==> src/rtl/legv8_pkg.sv <==
// Shared types and widths for the LEGv8 fetch path.
package legv8_pkg;
  localparam int INSTR_W = 32;
  localparam int ADDR_W  = 64;
  localparam int ENTRY_W = ADDR_W + INSTR_W;

  typedef struct packed {
    logic [ADDR_W-1:0]  pc;
    logic [INSTR_W-1:0] instr;
  } fetch_entry_t;

  function automatic logic [ADDR_W-1:0] next_pc(input logic [ADDR_W-1:0] pc);
    return pc + ADDR_W'(4);
  endfunction
endpackage

==> src/rtl/fetch_fifo.sv <==
// Circular-buffer FIFO of fetch entries with flush; head reads as zero when empty.
module fetch_fifo
  import legv8_pkg::*;
#(
  parameter int DEPTH = 2
) (
  input  logic                       clk,
  input  logic                       reset_n,
  input  logic                       push_i,
  input  logic [ENTRY_W-1:0]         push_data_i,
  input  logic                       pop_i,
  input  logic                       flush_i,
  output logic [ENTRY_W-1:0]         head_o,
  output logic [$clog2(DEPTH+1)-1:0] count_o
);
  localparam int CW = $clog2(DEPTH+1);
  localparam int PW = (DEPTH > 1) ? $clog2(DEPTH) : 1;

  fetch_entry_t  mem_q [DEPTH];
  logic [PW-1:0] rd_q, wr_q;
  logic [CW-1:0] cnt_q;
  logic          do_push, do_pop, full;

  function automatic logic [PW-1:0] wrap_inc(input logic [PW-1:0] p);
    return (p == PW'(DEPTH-1)) ? '0 : p + PW'(1);
  endfunction

  assign full    = (cnt_q == CW'(DEPTH));
  assign do_pop  = pop_i && (cnt_q != '0);
  // a pop frees the head slot, so push+pop is fine even when full
  assign do_push = push_i && (!full || do_pop);

  always_ff @(posedge clk) begin
    if (do_push && !flush_i) mem_q[wr_q] <= push_data_i;
  end

  always_ff @(posedge clk or negedge reset_n) begin
    if (!reset_n) begin
      rd_q  <= '0;
      wr_q  <= '0;
      cnt_q <= '0;
    end else if (flush_i) begin
      rd_q  <= '0;
      wr_q  <= '0;
      cnt_q <= '0;
    end else begin
      if (do_push) wr_q <= wrap_inc(wr_q);
      if (do_pop)  rd_q <= wrap_inc(rd_q);
      cnt_q <= cnt_q + CW'(do_push) - CW'(do_pop);
    end
  end

  assign head_o  = (cnt_q != '0) ? mem_q[rd_q] : '0;
  assign count_o = cnt_q;

  a_no_overflow: assert property (@(posedge clk) disable iff (!reset_n)
    !(push_i && !flush_i && full && !do_pop));
endmodule

==> src/rtl/fetch_stage.sv <==
// LEGv8 fetch stage: PC, credit-limited imem requests, stale-response dropping,
// and a small buffer presenting {pc, instr} to decode.
module fetch_stage
  import legv8_pkg::*;
#(
  parameter logic [ADDR_W-1:0] RESET_PC   = '0,
  parameter int                FIFO_DEPTH = 2
) (
  input  logic               clk,
  input  logic               reset_n,
  output logic               imem_req,
  output logic [ADDR_W-1:0]  imem_addr,
  input  logic               imem_ready,
  input  logic               imem_rvalid,
  input  logic [INSTR_W-1:0] imem_rdata,
  output logic               if_valid,
  input  logic               if_ready,
  output logic [INSTR_W-1:0] if_instr,
  output logic [ADDR_W-1:0]  if_pc,
  input  logic               redirect_valid,
  input  logic [ADDR_W-1:0]  redirect_pc
);
  localparam int CW = $clog2(FIFO_DEPTH+1);

  logic [ADDR_W-1:0] pc_q, pc_d;
  logic [CW-1:0]     inflight_q, inflight_d, drop_q, drop_d;
  logic [CW-1:0]     fifo_cnt, pcq_cnt;
  fetch_entry_t      fifo_head, pcq_head, req_ent, rsp_ent;
  logic              req_fire, rsp_keep, pop;
  logic              unused_pcq;

  // in-flight requests and buffered words share one credit pool
  assign imem_req  = reset_n && !redirect_valid &&
                     (({1'b0, inflight_q} + {1'b0, fifo_cnt}) < (CW+1)'(FIFO_DEPTH));
  assign imem_addr = pc_q;
  assign req_fire  = imem_req && imem_ready;
  assign pop       = if_valid && if_ready;
  assign rsp_keep  = imem_rvalid && (drop_q == '0) && !redirect_valid;

  always_comb begin
    pc_d = pc_q;
    if (redirect_valid)  pc_d = redirect_pc;
    else if (req_fire)   pc_d = next_pc(pc_q);
    inflight_d = inflight_q + CW'(req_fire) - CW'(imem_rvalid);
    drop_d = drop_q;
    // everything still outstanding after this cycle belongs to the old path
    if (redirect_valid)                     drop_d = inflight_d;
    else if (imem_rvalid && drop_q != '0)   drop_d = drop_q - CW'(1);
  end

  always_ff @(posedge clk or negedge reset_n) begin
    if (!reset_n) begin
      pc_q       <= RESET_PC;
      inflight_q <= '0;
      drop_q     <= '0;
    end else begin
      pc_q       <= pc_d;
      inflight_q <= inflight_d;
      drop_q     <= drop_d;
    end
  end

  assign req_ent = '{pc: pc_q, instr: '0};
  assign rsp_ent = '{pc: pcq_head.pc, instr: imem_rdata};

  // every response, kept or dropped, retires the oldest request PC
  fetch_fifo #(.DEPTH(FIFO_DEPTH)) u_pcq (
    .clk         (clk),
    .reset_n     (reset_n),
    .push_i      (req_fire),
    .push_data_i (req_ent),
    .pop_i       (imem_rvalid),
    .flush_i     (1'b0),
    .head_o      (pcq_head),
    .count_o     (pcq_cnt)
  );

  fetch_fifo #(.DEPTH(FIFO_DEPTH)) u_buf (
    .clk         (clk),
    .reset_n     (reset_n),
    .push_i      (rsp_keep),
    .push_data_i (rsp_ent),
    .pop_i       (pop),
    .flush_i     (redirect_valid),
    .head_o      (fifo_head),
    .count_o     (fifo_cnt)
  );

  assign if_valid = (fifo_cnt != '0);
  assign if_instr = fifo_head.instr;
  assign if_pc    = fifo_head.pc;

  assign unused_pcq = ^{pcq_head.instr, pcq_cnt};
endmodule

==> config.mk <==
export PLATFORM = sky130hd
export DESIGN_NAME = fetch_stage
export DESIGN_NICKNAME = d
export VERILOG_FILES = /design/src/rtl/legv8_pkg.sv /design/src/rtl/fetch_fifo.sv /design/src/rtl/fetch_stage.sv
export SDC_FILE = /design/constraint.sdc
export NUM_CORES = 1
export LEC_CHECK = 0
export CORE_MARGIN = 1
export CORE_UTILIZATION = 50
export CTS_BUF_LIST = sky130_fd_sc_hd__clkbuf_2 sky130_fd_sc_hd__clkbuf_4 sky130_fd_sc_hd__clkbuf_8
export CTS_CLUSTER_DIAMETER = 40
export DETAILED_ROUTE_END_ITERATION = 10
export HOLD_SLACK_MARGIN = 0.05
export PLACE_DENSITY = 0.9
export SYNTH_ARGS = -nofsm -noshare
export SYNTH_HDL_FRONTEND = slang
export SYNTH_SLANG_ARGS = --single-unit
==> constraint.sdc <==
create_clock -name clk -period 11.08 [get_ports clk]
set_clock_uncertainty 0.05 [all_clocks]
set_input_delay 1.108 -clock clk [delete_from_list [all_inputs] [get_ports clk]]
set_output_delay 1.108 -clock clk [all_outputs]
set_load 0.05 [all_outputs]
==> Word-level counts from Yosys, hierarchy flattened <==
Memory sizes are Yosys's and may differ from the RTL's.
Cells that the tools add are included.
{ "word_totals": {"romBits": 0, "mem_bits_rw": 320, "register_bits": 76, "inputBits": 102, "out_inout_bits": 162, "memories": 2, "latch_bits": 0} }
{ "mem_list": {"columns": ["memory", "depth", "width", "rd", "rd_clocked_by_memory_dff", "write_ports", "line", "source"], "rows": [
  ["u_buf.mem_q", 2, 96, 1, 0, 1, "fetch_fifo.sv:19", "fetch_entry_t mem_q [DEPTH];"],
  ["u_pcq.mem_q", 2, 64, 1, 0, 1, "fetch_fifo.sv:19", null]
]} }
{ "classes": {"n_lt_le_gt_ge": 1, "muxes": 19, "n_reduce_logical": 25, "add_sub_neg": 13, "eq_ne": 2, "n_mul": 0, "bitwise_logic": 0, "shifts": 0, "n_div": 0} }
{ "op_table": {"columns": ["cell", "n"], "rows": [
  ["$mux 96", 2],
  ["$mux 64", 2],
  ["$add 64x3->64 const B", 1],
  ["$reduce_bool 2->1", 7],
  ["$logic_and 1x1->1", 12],
  ["$mux 1", 12],
  ["$add 2x1->2", 3],
  ["$mux 2", 3],
  ["$sub 2x1->2", 3],
  ["$add 1x1->1 const B", 4],
  ["$eq 2x2->1 const B", 2],
  ["$add 2x2->3", 1],
  ["$logic_not 1->1", 3],
  ["$lt 3x2->1 const B", 1],
  ["$logic_not 2->1", 1],
  ["$logic_or 1x1->1", 2],
  ["$sub 2x1->2 const B", 1]
]} }

==> Longest topological paths before layout <==
Gate-level depths: netlist of run 1.
{ "depth": {"ltp_word": 8, "depth_mapped": 15, "mapped_depth_nobuf": 12} }

==> By module <==
From an unflattened synthesis of run 1, not the netlist that was laid out.
{ "unflattened": {"cells_unflattened": 1376, "area_unflattened_um2": 19449.9} }
{ "modules_own_cells": {"columns": ["module", "instances", "cells_per_inst", "area_each_um2"], "rows": [
  ["fetch_fifo", 2, 428, 7470.9],
  ["fetch_stage", 1, 520, 4508.1]
]} }

==> Worst setup path after synthesis of run 1 <==
No wires, ideal clock.
{ "synth_path": {"path_type": "input to register", "from": "input port redirect_valid", "to": "memory u_buf.mem_q[0][0] (netlist name) (enable)", "path_buffers": 1, "t_arrival_ps": 10581, "cell_stages": 2, "setup_time_ps": 789, "setup_slack_ps": -340, "required_time_ps": 10241, "cell_sequence": "buf_2 -> nor4_1"} }
{ "synth_via": {"elab_chain_cells": 6} }
{ "synth_rtl": {"columns": ["item", "line", "source"], "rows": [
  ["start: declaration", "fetch_stage.sv:20", "input logic redirect_valid,"],
  ["$logic_not 1->1 (*)", "fetch_fifo.sv:34, fetch_stage.sv:38", null],
  ["$logic_and 1x1->1", "fetch_stage.sv:38", "assign rsp_keep = imem_rvalid && (drop_q == '0) && !redirect_valid;"],
  ["$logic_and 1x1->1", "fetch_fifo.sv:31", "assign do_push = push_i && (!full || do_pop);"],
  ["$logic_and 1x1->1 (*)", "fetch_fifo.sv:34", "if (do_push && !flush_i) mem_q[wr_q] <= push_data_i;"],
  ["$mux 1 (*)", "fetch_fifo.sv:34", null],
  ["$mux 1 (implied by the code) (*)", "fetch_fifo.sv:34", null],
  ["end: declaration", "fetch_fifo.sv:19", null]
]} }
Every way passes the cells marked *; elsewhere a longest branch is shown, timed or not.

==> Final worst setup path of run 1 <==
{ "layout_path": {"from": "register u_buf.rd_q", "to": "output port if_pc[31]"} }
{ "layout_via": {"elab_chain_cells": 2} }
{ "layout_rtl": {"columns": ["item", "line", "source"], "rows": [
  ["start: declaration", "fetch_fifo.sv:20", "logic [PW-1:0] rd_q, wr_q;"],
  ["start signal: assignment", "fetch_fifo.sv:48", "if (do_pop) rd_q <= wrap_inc(rd_q);"],
  ["$mem_v2 2x96", null, null],
  ["$mux 96", "fetch_fifo.sv:53", "assign head_o = (cnt_q != '0) ? mem_q[rd_q] : '0;"],
  ["end: declaration", "fetch_stage.sv:19", "output logic [ADDR_W-1:0] if_pc,"]
]} }
Every way passes these cells.

==> qor.yml, run 1 <==
setup_tns_ns: 0
fill_cells: 2354
netlist.area_leader.share_pct: 58.2
worstPathMaxFanout: 51
synth_edf_count: 320
critPathRequiredTime_ns: 9.92
path_cells: "buf_4 > mux2i_1 > nor2_1 > clkdlybuf4s50_1"
vdd_ir_drop_max_mv: 0.186
end_kind: "output pin"
cts_buffers: 61
viasPerCell: 5.71
hold_buffers: 0
cts_tree: "done"
hold_path_end: "u_pcq.mem_q[1][1]$_DFFE_PP_"
period_minus_slack_ns: 4.81
worstMarginPinSlew_ns: 1.22
holdPathStages: 0
place.gp.congestion: 0.812
setup_violations: 0
rows: 66
ys_ff_latch: 396
drc: 0
antenna_found_initial: 0
ys_warn_count: 0
vias: 11200
antenna_cells: 0
wl_per_cell_um: 20.8
synth_cells: 1202
die_w_um: 184
synth_most_common_cell: "edfxtp_1"
clk_path_buf_depth: 3
synth_common_cells: "edfxtp_1 (320), nor2_1 (190), mux2i_1 (164), nand2_1 (83), dfrtp_1 (76)"
yosysUniqueCellTypes: 56
crit_slowest_cell: "dfrtp_4"
grt_pass1_vias: 11200
cts.repair.resized: 0
drtIter0Drc: 1069
totalWireLength_um: 40800
die_h_um: 184
setup.worst_path.class: "register to output pin"
cp.arrival_ns: 3.65
dp_hpwl_um: 25900
p_per_area_nw_per_um2: 260
timing.rr.start: "u_buf.count_o[0]$_DFF_PN0_"
synthArstFlopShare_pct: 19.2
rr_worst_depth: 9
leakage_nw: 7.43
worstHoldStart: "imem_addr[1]$_DFFE_PN0P_"
core_um2: 32500
ys_seq_area_share_pct: 69.7
drive_above_1_share_pct: 9.38
area_delta_synth_final_pct: 26.3
syn_area_um2: 16500
grt_usage_pct: 24.2
syn_area_per_cell_um2: 13.7
max_stage_delay_ns: 1.00
io_buffers: 263
die-area_um2: 33800
postRouteAntennaNets: 0
netlist.top_cell.by_area: "edfxtp_1"
grt_pass1_wl_um: 62200
synthFlopType: "edfxtp_1"
fin_util_pct: 64.1
grt.overflow.total: 0
fin_crit_sh_pct: 43.4
power.total_mw: 5.44
post_cts_buffers: 0
cp-start-kind: "register"
outcome: "completed"
hold_path_class: "register to register"
slew_headroom_pct: 18.6
synth_fp_nets: 1313
drtPass1Iterations: 6
root_buffer: "clkbuf_8"
cap_viol_max_count: 0
rsz0062_at_grt: "no"
cts.sinks: 396
synth_area_leaders: "edfxtp_1 (58%), dfrtp_1 (12%), mux2i_1 (9.9%)"
timing.fmax_ghz: 0.208
path_clk_slew_ns: 0.06
grt_max_degree: 98
timing.rr.end: "u_pcq.mem_q[0][25]$_DFFE_PP_"
layout.nets: 1583
rrSetupSlack_ns: 6.51
cts.htree.levels: 2
hold_violations: 0
pin_count: 264
insertion_delay_ns: 0.61
drv_slew: 0
initial_utilization_pct: 50.8
## how the worst max path moves through the flow
| stage | from | endpoint | slack, ns | depth (start not counted) |
|---|---|---|---|---|
| global placement | reset_n | u_pcq.mem_q[0][2]$_DFFE_PP_ | 5.95 | 8 |
| detailed placement | reset_n | u_pcq.mem_q[0][5]$_DFFE_PP_ | 5.68 | 8 |
| global route | reset_n | u_pcq.mem_q[0][25]$_DFFE_PP_ | 6.00 | 8 |
| finish | u_buf.rd_q$_DFFE_PN0P_ | if_pc[31] | 6.27 | 4 |
| CTS | u_buf.rd_q$_DFFE_PN0P_ | if_pc[56] | 6.16 | 4 |
| floorplan | redirect_valid | u_pcq.mem_q[0][0]$_DFFE_PP_ | 3.62 | 8 |
## flip-flops by register name (all words and copies together) (netlist names)
name / count
drop_q: 2
imem_addr: 64
inflight_q: 2
u_buf.count_o: 2
u_buf.mem_q: 192
u_buf.rd_q: 1
u_buf.wr_q: 1
u_pcq.count_o: 2
u_pcq.mem_q: 128
u_pcq.rd_q: 1
u_pcq.wr_q: 1
## layout by cell type (no fill, tap or decap), types with 4 or more instances in the layout
| cell type | n |
|---|---|
| clkinv_1 | 9 |
| clkdlybuf4s50_1 | 261 |
| and4_1 | 7 |
| and2_1 | 5 |
| nor2_1 | 187 |
| a21oi_1 | 15 |
| o311ai_0 | 9 |
| a221o_1 | 8 |
| a31oi_1 | 5 |
| clkbuf_4 | 20 |
| nor4_1 | 6 |
| o211ai_1 | 14 |
| xor2_1 | 7 |
| and3_1 | 14 |
| nand2_1 | 83 |
| mux2i_1 | 164 |
| clkinv_2 | 9 |
| nor4_4 | 4 |
| a22oi_1 | 7 |
| nand4_1 | 24 |
| o311ai_1 | 4 |
| dfrtp_1 | 74 |
| a31o_2 | 5 |
| a32oi_1 | 6 |
| edfxtp_1 | 320 |
| xnor2_1 | 7 |
| ha_1 | 8 |
| inv_1 | 14 |
| o21ai_0 | 37 |
| clkbuf_8 | 74 |
| nor3_1 | 14 |
| nand3_1 | 37 |
| buf_4 | 11 |
## final cells by class
class,instances,area (um^2),area share (%)
sequential,396,11500,55.2
multi-input combinational,725,4750,22.8
timing repair buffer,273,2700,12.9
clock buffer,94,1170,5.60
tap,442,553,2.65
clock inverter,21,125,0.600
inverter,15,56.3,0.270
## critical path: cells and delay by family, from the launching register on
kind	cells	cell delay (ns)
AND/OR/NAND/NOR	1	0.14
buffers and inverters	2	1.60
multiplexers	1	0.17
flip-flops	1	1.00
## routing by layer
layer | up-vias | GRT usage, % | routed length (um)
met4 | 0 | 11.0 | 1570
met2 | 571 | 41.0 | 20300
li1 | 5068 | - | -
met5 | - | 0 | 0
met1 | 5472 | 29.8 | 15900
met3 | 107 | 5.01 | 3050
## where the power goes
| group | leakage, nW | internal [mW] | switching, mW |
|---|---|---|---|
| sequential | 3.83 | 1.87 | 0.226 |
| clock | 0.692 | 0.694 | 0.555 |
| combinational | 2.90 | 0.702 | 1.39 |
## cell families after synthesis
group	after synthesis	synth area share, %
buf+inv	81	1.88
flops	396	69.7
simple gates	411	11.7
fa+ha+maj	9	0.727
compound gates	125	5.25
xor+xnor	14	0.742
mux	166	10.1
## metrics by stage
| stage | instance area [um^2] | worst slack [ns] | hold WS [ns] | cells |
|---|---|---|---|---|
| 6_report | 20900 | 6.27 | 0.473 | 1966 |
| 5_1_grt | 20900 | 6.00 | 0.490 | 1966 |
| 4_1_cts | 20900 | 6.16 | 0.464 | 1966 |
| 3_5_place_dp | 19600 | 5.68 | 0.455 | 1851 |
| 3_3_place_gp | 19600 | 5.95 | 0.436 | 1851 |
| 2_1_floorplan | 16500 | 3.62 | 0.405 | 1202 |
No activity file was read; power rests on OpenSTA's default activity.
==> run 2: changes to the inputs <==
- clock period: 11.08 -> 3.9 ns (I/O delays scaled with it)
==> run 2 against run 1 <==
Clock power rose to 2.9 times the previous value. Sequential share of layout area down 0.59 points. Combinational power grew to 2.9 times the previous value. Worst setup slack worse by 5.8 ns. Sequential cell count unchanged. Highest routed layer unchanged.
==> qor.yml, run 2 (same netlist as run 1, synthesis figures left out) <==
timing.rr.end: "imem_addr[5]$_DFFE_PN0P_"
drive_above_1_share_pct: 10.8  # +1.4 points
cts_tree: "done"
p_per_area_nw_per_um2: 738  # +180%
rows: 66  # unchanged
totalWireLength_um: 41000  # +0.30%
dp_hpwl_um: 26800  # +3.5%
grt_usage_pct: 24.1  # -0.076 points
postRouteAntennaNets: 0  # unchanged
wl_per_cell_um: 20.7  # -0.41%
fill_cells: 2318  # -1.5%
drtIter0Drc: 1006  # -5.9%
viasPerCell: 5.64  # -1.1%
timing.rr.start: "u_buf.count_o[0]$_DFF_PN0_"
slew_headroom_pct: 32.6  # +14 points
grt_pass1_vias: 11300  # +1.0%
regMostFlops: "u_buf.mem_q"
die_w_um: 184  # unchanged
hold_path_class: "primary input to async pin"
critPathRequiredTime_ns: 3.46  # -6.46 ns
vias: 11200  # -0.37%
root_buffer: "clkbuf_8"
insertion_delay_ns: 0.60  # about the same
worstPathMaxFanout: 4  # -92%
drc: 0  # unchanged
layout_common_cells: "edfxtp_1 (320), clkdlybuf4s50_1 (261), nor2_1 (188), mux2i_1 (164), nand2_1 (82)"
die-area_um2: 33800  # unchanged
pin_count: 264  # unchanged
grt.overflow.total: 0  # unchanged
outcome: "completed"
crit_slowest_cell: "clkdlybuf4s50_1"
path_cells: "and2_1 > fa_1 > nor4b_4 > clkdlybuf4s50_1"
hold_violations: 0  # unchanged
rr_worst_depth: 9  # unchanged
worstMarginPinSlew_ns: 1.01  # -0.210 ns
cp.arrival_ns: 2.94  # -0.71 ns
layout.nets: 1593  # +0.63%
grt_pass1_wl_um: 62200  # about the same
timing.fmax_ghz: 0.295
max_stage_delay_ns: 0.88  # -0.12 ns
die_h_um: 184  # unchanged
place.gp.congestion: 0.840  # +3.4%
path_clk_slew_ns: 0.06  # about the same
initial_utilization_pct: 50.8  # unchanged
antenna_found_initial: 5  # +5
cp-start-kind: "register"
drv_slew: 0  # unchanged
leakage_nw: 7.52  # +1.3%
fin_crit_sh_pct: 86.8
drtPass1Iterations: 5  # -1
cts_buffers: 60  # -1.6%
largest_register_ffs: 192  # unchanged
io_buffers: 263  # unchanged
cts.htree.levels: 2  # unchanged
post_cts_buffers: 0  # unchanged
final_common_cell: "edfxtp_1"
area_delta_synth_final_pct: 27.7
rsz0062_at_grt: "no"
grt_max_degree: 77  # -21%
rrSetupSlack_ns: 0.66  # -5.85 ns
clk_path_buf_depth: 3  # unchanged
setup.worst_path.class: "register to output pin"
power.total_mw: 15.6  # +190%
period_minus_slack_ns: 3.38
setup_violations: 0  # unchanged
core_um2: 32500  # unchanged
setup_slack_ns: 0.516  # -5.76 ns
cts.sinks: 396  # unchanged
cap_viol_max_count: 0  # unchanged
dpl_worst_slack_ns: 0.697  # -4.98 ns
end_kind: "output pin"
vdd_ir_drop_max_mv: 0.521  # +180%
## run 2: cell types whose count changed in the layout (fill, tap and decap cells not counted), sizes merged
cell	before	now
buf	12	22
clkbuf	94	104
clkinv	19	7
diode	0	4
dlygate4sd3	0	1
inv	15	16
## run 2: cell type report
class / instances / area [um^2] / share of cell area [%]
flip-flops and latches: 396 / 11500 / 54.6
well taps: 442 / 553 / 2.62
clock buffers: 104 / 1230 / 5.84
repair buffers: 284 / 2850 / 13.5
diodes: 4 / 10.0 / 0.0475
inverters: 15 / 61.3 / 0.291
clock inverters: 10 / 80.1 / 0.380
multi-input cells: 725 / 4790 / 22.7
## run 2: worst max-delay path: cells and delay by family (launching register included)
kind                     cells  cell delay, ns
buffers and inverters        1            0.88
AND/OR/NAND/NOR              2            0.53
adder cells (fa/ha/maj)      1            0.49
flip-flops                   1            0.44
## run 2: power by group
part           switching (mW)  total [mW]  leakage, nW  internal (mW)
logic                    4.10        6.14         2.98           2.04
clock network            1.53        3.58        0.709           2.04
registers               0.540        5.84         3.83           5.30
total                    6.17        15.6         7.52           9.39
## run 2: metrics by stage
step           TNS, ns  hold slack, ns  instance area (um^2)  cells  utilization, %
3_3_place_gp         0           0.446                 19800   1861            60.7
5_1_grt              0           0.121                 21100   1980            64.8
6_report             0          0.0338                 21100   1980            64.8
4_1_cts              0          0.0543                 21100   1976            64.8
2_1_floorplan   -31.26          0.0444                 16600   1202               -
3_5_place_dp         0           0.437                 19800   1861            60.7
## run 2: metal layers
layer	up-vias	wire length [um]	track usage, %
li1	5081	-	-
met5	-	0	0
met1	5500	16000	29.9
met4	0	1770	12.1
met3	109	2980	4.91
met2	486	20200	40.1
## run 2: worst max path at each step
stage | start | end | slack (ns) | cells past startpoint
2_1_floorplan | u_buf.count_o[1]$_DFF_PN0_ | u_buf.mem_q[0][0]$_DFFE_PP_ | -0.30 | 2
3_3_place_gp | u_buf.count_o[0]$_DFF_PN0_ | imem_addr[24]$_DFFE_PN0P_ | 0.82 | 9
3_5_place_dp | u_buf.count_o[0]$_DFF_PN0_ | imem_addr[5]$_DFFE_PN0P_ | 0.70 | 9
4_1_cts | u_buf.rd_q$_DFFE_PN0P_ | if_pc[6] | 0.50 | 4
5_1_grt | u_buf.rd_q$_DFFE_PN0P_ | if_pc[6] | 0.42 | 4
6_report | u_buf.count_o[0]$_DFF_PN0_ | imem_req | 0.52 | 4
## run 2: repair_timing
action                                  in CTS  in global routing
endpoints found under the setup margin       0                  0
resized for setup                            0                  0
hold buffers                                 1                  0
endpoints found under the hold margin        1                  0
